--- src/rtl/uart_rx_param.sv ---
// Parametrised UART receiver: two-flop synchroniser, 3-sample majority vote per bit,
// optional parity, 1 or 2 stop bits, and per-word parity/framing/break plus sticky overrun.
module uart_rx_param #(
  parameter int DATA_BITS = 8,
  parameter int PARITY    = 0,
  parameter int STOP_BITS = 1
) (
  input  logic                 clk,
  input  logic                 rst,
  input  logic                 rx,
  input  logic [15:0]          baud_div,
  output logic                 valid,
  output logic [DATA_BITS-1:0] data_out,
  output logic                 parity_err,
  output logic                 frame_err,
  output logic                 break_det,
  output logic                 overrun,
  input  logic                 ack
);

  typedef enum logic [2:0] {
    IDLE  = 3'd0,
    START = 3'd1,
    DATA  = 3'd2,
    PAR   = 3'd3,
    STOP1 = 3'd4,
    STOP2 = 3'd5
  } state_t;

  localparam logic [3:0] LAST_IDX = 4'(DATA_BITS - 1);

  state_t               state;
  state_t               state_nxt;
  logic                 rx_meta;
  logic [2:0]           rx_hist;
  logic                 rx_s;
  logic [15:0]          cnt;
  logic [15:0]          reload_div;
  logic [3:0]           bit_idx;
  logic [DATA_BITS-1:0] shreg;
  logic                 par_bit;
  logic                 par_err_w;
  logic                 frame_err_w;
  logic                 sample;
  logic                 vote;
  logic                 start_edge;
  logic                 shift_en;
  logic                 par_en;
  logic                 stop_en;
  logic                 done;
  logic                 frame_err_new;
  logic                 break_new;

  function automatic logic maj3(input logic [2:0] s);
    return (s[0] & s[1]) | (s[0] & s[2]) | (s[1] & s[2]);
  endfunction

  // Expected parity bit: even sets it to the XOR of the data, odd to its inverse.
  function automatic logic exp_par(input logic [DATA_BITS-1:0] d);
    return (PARITY == 1) ? ~(^d) : ^d;
  endfunction

  // rx_hist[0] is rx_s; [1] and [2] are the two previous rx_s values.
  always_ff @(posedge clk) begin
    if (rst) begin
      rx_meta <= 1'b1;
      rx_hist <= 3'b111;
    end else begin
      rx_meta <= rx;
      rx_hist <= {rx_hist[1:0], rx_meta};
    end
  end

  assign rx_s   = rx_hist[0];
  assign vote   = maj3(rx_hist);
  assign sample = (state != IDLE) && (cnt == 16'd0);

  always_ff @(posedge clk) begin
    if (rst) state <= IDLE;
    else     state <= state_nxt;
  end

  always_comb begin
    state_nxt = state;
    case (state)
      IDLE:  if (start_edge) state_nxt = START;
      START: if (sample) state_nxt = vote ? IDLE : DATA;
      DATA:  if (sample && (bit_idx == LAST_IDX)) state_nxt = (PARITY != 0) ? PAR : STOP1;
      PAR:   if (sample) state_nxt = STOP1;
      STOP1: if (sample) state_nxt = (STOP_BITS == 2) ? STOP2 : IDLE;
      STOP2: if (sample) state_nxt = IDLE;
      default: state_nxt = IDLE;
    endcase
  end

  always_comb begin
    start_edge = 1'b0;
    shift_en   = 1'b0;
    par_en     = 1'b0;
    stop_en    = 1'b0;
    done       = 1'b0;
    case (state)
      IDLE:  start_edge = !rx_s && rx_hist[1];
      DATA:  shift_en = sample;
      PAR:   par_en = sample;
      STOP1: begin
        stop_en = sample;
        done    = sample && (STOP_BITS != 2);
      end
      STOP2: begin
        stop_en = sample;
        done    = sample;
      end
      default: ;
    endcase
  end

  // Bit timing and frame assembly; the reload value is frozen for the whole frame.
  always_ff @(posedge clk) begin
    if (rst) begin
      cnt         <= 16'd0;
      reload_div  <= 16'd0;
      bit_idx     <= 4'd0;
      shreg       <= '0;
      par_bit     <= 1'b0;
      par_err_w   <= 1'b0;
      frame_err_w <= 1'b0;
    end else begin
      if (start_edge) begin
        cnt         <= baud_div >> 1;
        reload_div  <= baud_div;
        bit_idx     <= 4'd0;
        par_bit     <= 1'b0;
        par_err_w   <= 1'b0;
        frame_err_w <= 1'b0;
      end else if (state != IDLE) begin
        cnt <= (cnt == 16'd0) ? reload_div : cnt - 16'd1;
      end
      if (shift_en) begin
        shreg   <= {vote, shreg[DATA_BITS-1:1]};
        bit_idx <= bit_idx + 4'd1;
      end
      if (par_en) begin
        par_bit   <= vote;
        par_err_w <= (vote != exp_par(shreg));
      end
      if (stop_en && !vote) frame_err_w <= 1'b1;
    end
  end

  assign frame_err_new = frame_err_w | !vote;
  assign break_new     = (shreg == '0) && ((PARITY == 0) || !par_bit) && frame_err_new;

  // Completion either delivers the word (slot free or being freed by ack) or drops it.
  always_ff @(posedge clk) begin
    if (rst) begin
      valid      <= 1'b0;
      data_out   <= '0;
      parity_err <= 1'b0;
      frame_err  <= 1'b0;
      break_det  <= 1'b0;
      overrun    <= 1'b0;
    end else if (done && (!valid || ack)) begin
      valid      <= 1'b1;
      data_out   <= shreg;
      parity_err <= (PARITY != 0) && par_err_w;
      frame_err  <= frame_err_new;
      break_det  <= break_new;
      if (valid) overrun <= 1'b0;
    end else if (done) begin
      overrun <= 1'b1;
    end else if (valid && ack) begin
      valid   <= 1'b0;
      overrun <= 1'b0;
    end
  end

endmodule
--- config.mk ---
export PLATFORM = sky130hd
export DESIGN_NAME = uart_rx_param
export DESIGN_NICKNAME = d
export VERILOG_FILES = /design/src/rtl/uart_rx_param.sv
export SDC_FILE = /design/constraint.sdc
export NUM_CORES = 1
export LEC_CHECK = 0
export ABC_AREA = 1
export ABC_CLOCK_PERIOD_IN_PS = 1900
export CAP_MARGIN = 20
export CELL_PAD_IN_SITES_DETAIL_PLACEMENT = 0
export CELL_PAD_IN_SITES_GLOBAL_PLACEMENT = 1
export CORE_MARGIN = 2
export CORE_UTILIZATION = 42
export CTS_BUF_LIST = sky130_fd_sc_hd__clkbuf_4
export CTS_CLUSTER_SIZE = 30
export DETAILED_ROUTE_END_ITERATION = 8
export PLACE_DENSITY_LB_ADDON = 0.1
export REMOVE_ABC_BUFFERS = 1
export SLEW_MARGIN = 10
export SYNTH_ARGS = -nofsm -noshare
export SYNTH_HDL_FRONTEND = slang
export SYNTH_SLANG_ARGS = --single-unit
--- constraint.sdc ---
create_clock -name clk -period 1.9 [get_ports clk]
set_clock_uncertainty 0.1 [all_clocks]
set_input_delay 0.285 -clock clk [delete_from_list [all_inputs] [get_ports clk]]
set_output_delay 0.285 -clock clk [all_outputs]
set_load 0.01 [all_outputs]
* After elaboration in Yosys (flattened, before gate mapping) *
Cells that the tools add are included.

word-level totals
  bits in registers = 64
  input bits = 20
  output and inout bits = 13
  word-level logic and storage cells = 83

cells by class
  add/subtract/negate cells = 2
  equality and inequality tests = 13
  mux-type cells = 23
  bitwise gates (word level) = 6
  reduce and logical (&&, ||, !) cells = 25

operators with widths
  cell                                                                      number
  15-bit 2-to-1 mux                                                         2
  16-bit logical NOT                                                        1
  16-bit 2-to-1 mux                                                         1
  16-bit by 1-bit subtractor with 16-bit output (second input constant)     1
  3-bit 2-to-1 mux                                                          5
  3-bit case mux with 5 select lines                                        1
  1-bit 2-to-1 mux                                                          11
  2-bit inequality test (second input constant)                             5
  8-bit logical NOT                                                         1
  4-bit 2-to-1 mux                                                          2
  2-bit nonzero test                                                        4
  1-bit logical AND                                                         7
  3-bit by 2-bit equality test with 1-bit output (second input constant)    2
  3-bit equality test (second input constant)                               2
  3-bit nonzero test                                                        2
  5-bit AND reduction                                                       1
  4-bit by 1-bit adder with 4-bit output (second input constant)            1
  4-bit by 3-bit equality test with 1-bit output (second input constant)    1
  2-bit by 1-bit inequality test with 1-bit output (second input constant)  2
  2-bit AND reduction                                                       2
  2-bit OR reduction                                                        2
  1-bit bitwise AND                                                         3
  3-bit by 1-bit equality test with 1-bit output (second input constant)    1
  1-bit logical NOT                                                         3
  4 further kinds                                                           6

* Depth between registers and ports, before layout *
Gate-level depths: netlist of run 1.

  depth after elaboration = 6
  depth in mapped cells = 13
  gate-level depth less buffers = 12

* Worst setup path before layout of run 1 *
OpenSTA, ideal clock, no wires.

  path kind = register -> register
  start point = register cnt[0]
  end point = register cnt[10]
  library setup time = 119 ps
  data arrival time = 1424 ps
  data required time = 1681 ps
  path slack = 257 ps
  stages on the path, launching flop included = 13
  path buffers = 1
  period minus slack after synthesis = 1643 ps
  cells stage by stage = dfxtp_1 > inv_1 > ha_1 > inv_1 > nor2_1 > nand2_1 > nor2_4 > nand2_4 > buf_6 > nand2_2 > o21ai_0 > nand2_1 > a21oi_1

on the way
  word-level cells in the longest chain between the ends = 4
  elaborated cells between the ends (all ways) = 5
  those cells by class = 1 x add/sub; 3 x mux; 1 x reduce/logical

ends and longest elaborated chain
  what                                                                                 RTL line  RTL
  start: declaration                                                                   37        logic [15:0] cnt;
  start signal: assignment                                                             130       cnt <= baud_div >> 1;
  start signal: assignment                                                             137       cnt <= (cnt == 16'd0) ? reload_div : cnt - 16'd1;
  16-bit by 1-bit subtractor with 16-bit output or 16-bit logical NOT (tied branches)  137
  16-bit 2-to-1 mux *                                                                  137
  15-bit 2-to-1 mux *                                                                  136       end else if (state != IDLE) begin
  15-bit 2-to-1 mux *                                                                  129       if (start_edge) begin

Mark *: on every way between the ends. The rest lies on a longest branch, timed or not. The select of a mux whose other input is x is not followed.
A chain may end at the register's enable or synchronous reset.

* Worst setup path after layout of run 1 *
  start point = register cnt[0]
  end point = register data_out[4]

on the way
  word-level cells in the longest chain between the ends = 4

ends and longest elaborated chain
  what                    RTL line  RTL
  16-bit logical NOT      76        assign sample = (state != IDLE) && (cnt == 16'd0);
  1-bit logical AND       76
  1-bit 2-to-1 mux        102       case (state)
  1-bit logical AND       163       end else if (done && (!valid || ack)) begin
  end signal: assignment  165       data_out <= shreg;
  end: declaration        13        output logic [DATA_BITS-1:0] data_out,

No other way between the ends.

==> results of run 1 <==
cells in the mapped netlist (2+ instances only):
cell type	n	area, um^2
nand2_2	5	31.3
nand4_1	3	18.8
nand2_1	109	409
nor2_8	2	40.0
clkbuf_1	9	33.8
ha_1	3	37.5
o211ai_1	3	22.5
nor2_4	4	45.0
or2_2	3	18.8
xnor2_1	2	17.5
o21ai_0	53	265
nand3b_1	3	22.5
nor2_2	2	12.5
nand3_1	40	200
inv_1	71	267
nand2_4	3	33.8
a21oi_1	46	230
nor2_1	64	240
buf_2	6	30.0
buf_6	2	22.5
buf_4	2	15.0
dfxtp_1	64	1280
worst max-delay path: cells and delay by family, from the launching register on:
kind | cells | cell delay, ns
simple gates | 6 | 0.76
flops | 1 | 0.35
buf+inv | 3 | 0.26
fa+ha+maj | 1 | 0.14
compound gates | 1 | 0.09
power groups by stage:
stage	registers (uW)	logic, uW	clock network, uW
floorplan	1550	1070	0
global placement	1560	1570	0
detailed placement	1560	1580	0
CTS	1530	1590	1160
global route	1540	1890	1220
finish	1530	1680	1120
registers in the layout (all words and copies together) (netlist names):
signal / flops
bit_idx: 4
break_det: 1
cnt: 16
data_out: 8
frame_err: 1
frame_err_w: 1
overrun: 1
reload_div: 16
rx_hist: 3
rx_meta: 1
shreg: 8
state: 3
valid: 1
stage by stage:
| step | instance area (um^2) | total power (uW) | cells | setup slack (ns) | hold slack (ns) |
|---|---|---|---|---|---|
| 5_1_grt | 4130 | 4650 | 662 | 0.00219 | 0.301 |
| 6_report | 4130 | 4330 | 662 | 0.0931 | 0.311 |
| 3_5_place_dp | 3840 | 3130 | 641 | 0.0387 | 0.299 |
| 4_1_cts | 4010 | 4270 | 657 | 0.0240 | 0.289 |
| 3_3_place_gp | 3840 | 3130 | 641 | 0.110 | 0.303 |
| 2_1_floorplan | 3210 | 2610 | 483 | 0.178 | 0.254 |
layer usage:
layer / track usage / vias to the layer above
li1: - / 1696
met1: 0.284 / 1464
met2: 0.311 / 59
met3: 0.0439 / 9
met4: 0.0662 / 0
met5: 0 / -
layout make-up:
class,instances,area share
well taps,102,0.0309
clock inverters,7,0.0249
flip-flops and latches,64,0.311
inverters,71,0.0655
multi-input cells,349,0.420
clock buffers,9,0.0164
repair buffers,60,0.132
worst max-delay path by stage:
| stage | slack [ns] | from | to |
|---|---|---|---|
| global route | 0.002 | cnt[0]$_SDFFE_PP0P_ | cnt[14]$_SDFFE_PP0P_ |
| finish | 0.09 | cnt[0]$_SDFFE_PP0P_ | data_out[4]$_SDFFE_PP0P_ |
| CTS | 0.02 | cnt[0]$_SDFFE_PP0P_ | data_out[2]$_SDFFE_PP0P_ |
| global placement | 0.11 | cnt[0]$_SDFFE_PP0P_ | data_out[4]$_SDFFE_PP0P_ |
| detailed placement | 0.04 | cnt[0]$_SDFFE_PP0P_ | data_out[2]$_SDFFE_PP0P_ |
| floorplan | 0.18 | rst | frame_err_w$_SDFFE_PP0P_ |
kinds of logic after synthesis:
family	synth area share
AND/OR/NAND/NOR	0.326
adder cells (fa/ha/maj)	0.0113
buffers and inverters	0.111
other	0.00113
XOR/XNOR	0.00793
flip-flops	0.387
AO/OA/AOI/OAI	0.156
layout by cell type (no fill, tap or decap), types with 3 or more instances in the layout:
| cell type | Yosys | layout |
|---|---|---|
| clkbuf_4 | 0 | 9 |
| nand3_1 | 40 | 40 |
| nand2_1 | 109 | 107 |
| clkdlybuf4s50_1 | 0 | 31 |
| nand2_4 | 3 | 3 |
| o211ai_1 | 3 | 3 |
| or2_2 | 3 | 3 |
| nand2_2 | 5 | 6 |
| inv_1 | 71 | 68 |
| buf_4 | 2 | 27 |
| dfxtp_1 | 64 | 63 |
| nor2_4 | 4 | 4 |
| o21ai_0 | 53 | 53 |
| a21oi_2 | 0 | 3 |
| nor2_2 | 2 | 4 |
| nand3b_1 | 3 | 3 |
| a21oi_1 | 46 | 43 |
| nor2_1 | 64 | 62 |
| nand4_1 | 3 | 3 |
timing repair:
action,4_1_cts,5_1_grt
setup endpoints to repair,0,35
hold buffers,0,0
setup buffers,0,4
resized for setup,0,17
==> flow_summary_export.csv, run 1 <==
group,metric,value,unit
global_routing,grt_max_degree,24,
yosys,avgSynthCellArea,6.60,um^2
pwr,power.density,1050,nW/um^2
floorplanning,core,7690,um^2
setup_path,reg2regPathDepth,11,
final_layout,n_fill_cell,810,
setup_path,critPathMaxFanout,8,
yosys,netlist_instances,502,
route,post_drt_wl_per_cell,12.6,um
pwr,p_int,2660,uW
pwr,sequentialPowerShare,0.353,
route,wl_met1,4.37,mm
setup_path,slowest_delay,0.35,ns
yosys,yosys_warnings,0,
worst_hold_path,whs_endpoint,"rx_meta$_SDFF_PP1_",
placed_design,gp_congestion,0.865,
timing,tightest_slew,0.500,ns
yosys,synth_edf_count,0,
yosys,async_reset_ff_frac,0,
final_layout,multi_input_area,1730,um^2
setup_path,crit_required,2.13,ns
setup_path,r2r_slack,0.09,ns
pwr,p_clk_frac,0.259,
timing,rsz0062_at_grt,"false",
clock_tree,htreeDepth,3,
final_layout,antenna_cells,0,
setup_path,critical_path_class,"flip-flop to flip-flop",
route,drc,0,
pwr,irDropWorstVdd,0.472,mV
floorplanning,fp.dieArea,8610,um^2
timing,relSlewSlack,0.667,
floorplanning,num_rows,32,
route,antenna_left,0,
timing,setup_tns,0,ns
floorplanning,start_util,0.431,
timing,fin_crit,1.81,ns
clock_tree,cts.sinks,64,
route,drtIter0Drc,144,
worst_hold_path,hold_class,"input port to flip-flop",
setup_path,critPathArrivalTime,2.04,ns
clock_tree,numCtsBuffers,9,
pwr,switching_share,0.387,
pwr,power.switching,1670,uW
route,vias,3228,
final_layout,area_growth,24.5,%
pwr,power.leakage,0.00186,uW
yosys,ys_ff_latch,64,
yosys,synth_cell_types,25,
floorplanning,die_w,92.8,um
worst_hold_path,holdPathStages,2,
final_layout,seq_area,1280,um^2
placed_design,dpl.hpwl,5.82,mm
timing,fmax,553,MHz
final_layout,layout-drive-gt1-share,0.138,
route,dr.pass1.iters,5,
clock_tree,path_clk_slew,0.13,ns
pwr,combPwrFrac,0.388,
clock_tree,cts_tree,"yes",
clock_tree,clk_latency,0.43,ns
yosys,synth_area,3310,um^2
timing,slew_violations,0,
global_routing,first_global_vias,2957,
global_routing,grt_overflow,0,
placed_design,io_buffers,31,
setup_path,rr_endpoint,"data_out[4]$_SDFFE_PP0P_",
route,highest_layer,"met4",
global_routing,grt_pass1_wl,13.8,mm
worst_hold_path,min_from,"rx",
setup_path,r2r_start,"cnt[0]$_SDFFE_PP0P_",
route,wl_met2,3.55,mm
timing,fin_crit_sh,0.951,
clock_tree,cts_root_buffer,"clkbuf_4",
outcome,status,"complete, no violations",
floorplanning,io_pins,33,
route,wl_met3,294,um
final_layout,final_nets,578,
yosys,yosysSeqAreaShare,0.387,
setup_path,cp_slowest_cell,"dfxtp_2",
timing,setup_viol,0,
setup_path,cp-end-kind,"flip-flop",
global_routing,grt_usage,0.203,
setup_path,start_kind,"flip-flop",
global_routing,antenna_found_initial,0,
yosys,synth_ff_type,"dfxtp_1",
floorplanning,die_h,92.8,um
route,totalWireLength,8.33,mm
job,maxCapViolCount,0,
route,via_per_inst,4.88,
clock_tree,clock_path_buffers,2,
timing,hold_viol_final,0,
setup_path,worstPathCellList,"inv_2, ha_4, inv_1, nor2_2, nand2_2, nor2_4, nand2_8, nor2_8, nand2_8, clkinvlp_4, a21oi_1",
setup_path,cpMostUsedCell,"nand2_8",
final_layout,final_util,0.537,
(Power assumes the default switching activity.)
==> inputs of run 2 (changes only) <==
--- a/config.mk
+++ b/config.mk
@@ -10,7 +10,6 @@
 export CAP_MARGIN = 20
 export CELL_PAD_IN_SITES_DETAIL_PLACEMENT = 0
 export CELL_PAD_IN_SITES_GLOBAL_PLACEMENT = 1
-export CORE_MARGIN = 2
 export CORE_UTILIZATION = 42
 export CTS_BUF_LIST = sky130_fd_sc_hd__clkbuf_4
 export CTS_CLUSTER_SIZE = 30
==> run 2 against run 1 <==
Against the previous run: sequential share of layout area shrank 0.064 points; utilization up 0.16 points; power increased by 1.1%; fmax increased by 2.1%; global-route usage is 0.39 points higher; non-clock buffer count down 6; register-to-register slack better by 0.04 ns; final cell count shrank 0.76%; die area is 4.3% lower; combinational power decreased by 5%; clock power increased by 12%; critical path type unchanged.
==> flow_summary_export.csv, run 2 (same netlist as run 1, synthesis figures left out) <==
group,metric,value,unit
timing,setup_ws,0.130,ns
clock_tree,ctsHoldBuffers,0,
pwr,switching_share,0.373,
route,drtIter0Drc,159,
clock_tree,htreeDepth,3,
pwr,irDropWorstVdd,0.469,mV
route,dr.pass1.iters,4,
floorplanning,fp.dieArea,8250,um^2
timing,fmax,565,MHz
floorplanning,io_pins,33,
pwr,power.density,1060,nW/um^2
placed_design,placedInstanceArea,3780,um^2
global_routing,grt_pass1_wl,13.6,mm
outcome,status,"complete, no violations",
global_routing,antenna_found_initial,0,
timing,fin_crit,1.77,ns
floorplanning,core,7690,um^2
global_routing,grt_usage,0.207,
route,drc,0,
route,via_per_inst,4.88,
setup_path,cp-end-kind,"flip-flop",
placed_design,dpl.hpwl,5.62,mm
setup_path,critPathArrivalTime,2.04,ns
floorplanning,die_w,90.8,um
final_layout,top_regs,"cnt x16, reload_div x16",
setup_path,critPathMaxFanout,7,
floorplanning,start_util,0.431,
floorplanning,die_h,90.8,um
final_layout,area_growth,24.9,%
clock_tree,path_clk_slew,0.13,ns
floorplanning,num_rows,32,
timing,slew_violations,0,
clock_tree,cts_root_buffer,"clkbuf_4",
placed_design,gp_congestion,0.866,
route,antenna_left,0,
pwr,finalPower,4380,uW
timing,fin_crit_sh,0.932,
setup_path,worstPathCellList,"inv_2, ha_4, inv_2, nor2_4, nand2_2, nor2_4, nand2_4, nor2_8, nand2_8, nand2_1, nand2_1, a21oi_1",
timing,relSlewSlack,0.658,
pwr,sequentialPowerShare,0.353,
worst_hold_path,hold_class,"flip-flop to flip-flop",
global_routing,grt_max_degree,25,
route,totalWireLength,8.28,mm
route,post_drt_wl_per_cell,12.6,um
final_layout,final_cell_mix,"100 x nand2_1, 66 x inv_1, 62 x dfxtp_1",
setup_path,start_kind,"flip-flop",
setup_path,reg2regPathDepth,12,
final_layout,fin_area,4140,um^2
pwr,p_int,2740,uW
setup_path,crit_required,2.17,ns
setup_path,r2r_slack,0.13,ns
clock_tree,cts_tree,"yes",
timing,hold_viol_final,0,
global_routing,grt_overflow,0,
timing,rsz0062_at_grt,"false",
final_layout,n_fill_cell,801,
setup_path,critical_path_class,"flip-flop to flip-flop",
placed_design,place_ws,-0.0146,ns
pwr,power.leakage,0.00185,uW
pwr,power.switching,1630,uW
timing,setup_viol,0,
setup_path,slowest_delay,0.35,ns
pwr,combPwrFrac,0.363,
clock_tree,cts.sinks,64,
worst_hold_path,holdPathStages,1,
pwr,p_clk_frac,0.284,
clock_tree,clock_path_buffers,2,
placed_design,io_buffers,31,
timing,tightest_slew,0.513,ns
job,maxCapViolCount,0,
final_layout,layout-drive-gt1-share,0.150,
global_routing,first_global_vias,2886,
clock_tree,clk_latency,0.42,ns
final_layout,layout_commonest_cell,"nand2_1",
setup_path,cp_slowest_cell,"dfxtp_2",
clock_tree,numCtsBuffers,9,
final_layout,antenna_cells,0,
final_layout,final_nets,573,
route,vias,3203,
-- run 2: worst paths after layout --
kind | from | endpoint
worst min register to register | rx_meta$_SDFF_PP1_ | rx_hist[0]$_SDFF_PP1_
worst max-delay path | cnt[0]$_SDFFE_PP0P_ | data_out[1]$_SDFFE_PP0P_
worst min-delay path | rx_meta$_SDFF_PP1_ | rx_hist[0]$_SDFF_PP1_
worst max register to register | cnt[0]$_SDFFE_PP0P_ | data_out[1]$_SDFFE_PP0P_
-- run 2: area by class of cell --
type                       instances  area (um^2)  area share
tap                              102          128      0.0308
inverter                          71          275      0.0665
timing repair inverter             1         7.51     0.00181
timing repair buffer              54          499       0.121
multi-input combinational        349         1750       0.424
sequential                        64         1280       0.310
clock inverter                     7          125      0.0302
clock buffer                       9         67.6      0.0163
-- run 2: layer usage --
metal	part of all wire	global-route usage
met3	0.042	0.0513
met4	0.015	0.0714
met1	0.53	0.283
met2	0.41	0.316
met5	0	0
-- run 2: critical path, delay by kind of cell, from the launching register on --
family                     cells  cell delay [ns]
adders and majority gates      1             0.14
AOI/OAI and AO/OA              1             0.11
DFF                            1             0.35
and+or+nand+nor                8             0.89
buffers and inverters          2             0.12
-- run 2: repair_timing --
item,4_1_cts,5_1_grt
resized for setup,3,30
setup buffers,1,5
gates cloned,0,2
pin swaps,1,9
endpoints found under the setup margin,8,38
-- run 2: per-stage QoR --
stage | TNS (ns) | cells | hold WS, ns | utilization
floorplan | 0 | 483 | 0.254 | -
detailed placement | -0.0651 | 633 | 0.295 | 0.491
global placement | 0 | 633 | 0.301 | 0.491
global route | 0 | 657 | 0.289 | 0.538
finish | 0 | 657 | 0.323 | 0.538
CTS | 0 | 650 | 0.301 | 0.520
-- run 2: power by group through the flow --
| stage | clock network (uW) | logic [uW] | registers [uW] |
|---|---|---|---|
| final | 1250 | 1590 | 1540 |
| after global placement | 0 | 1490 | 1570 |
| after floorplan | 0 | 1070 | 1550 |
| after detailed placement | 0 | 1510 | 1570 |
| after CTS | 1280 | 1520 | 1540 |
| after global routing | 1330 | 1770 | 1560 |
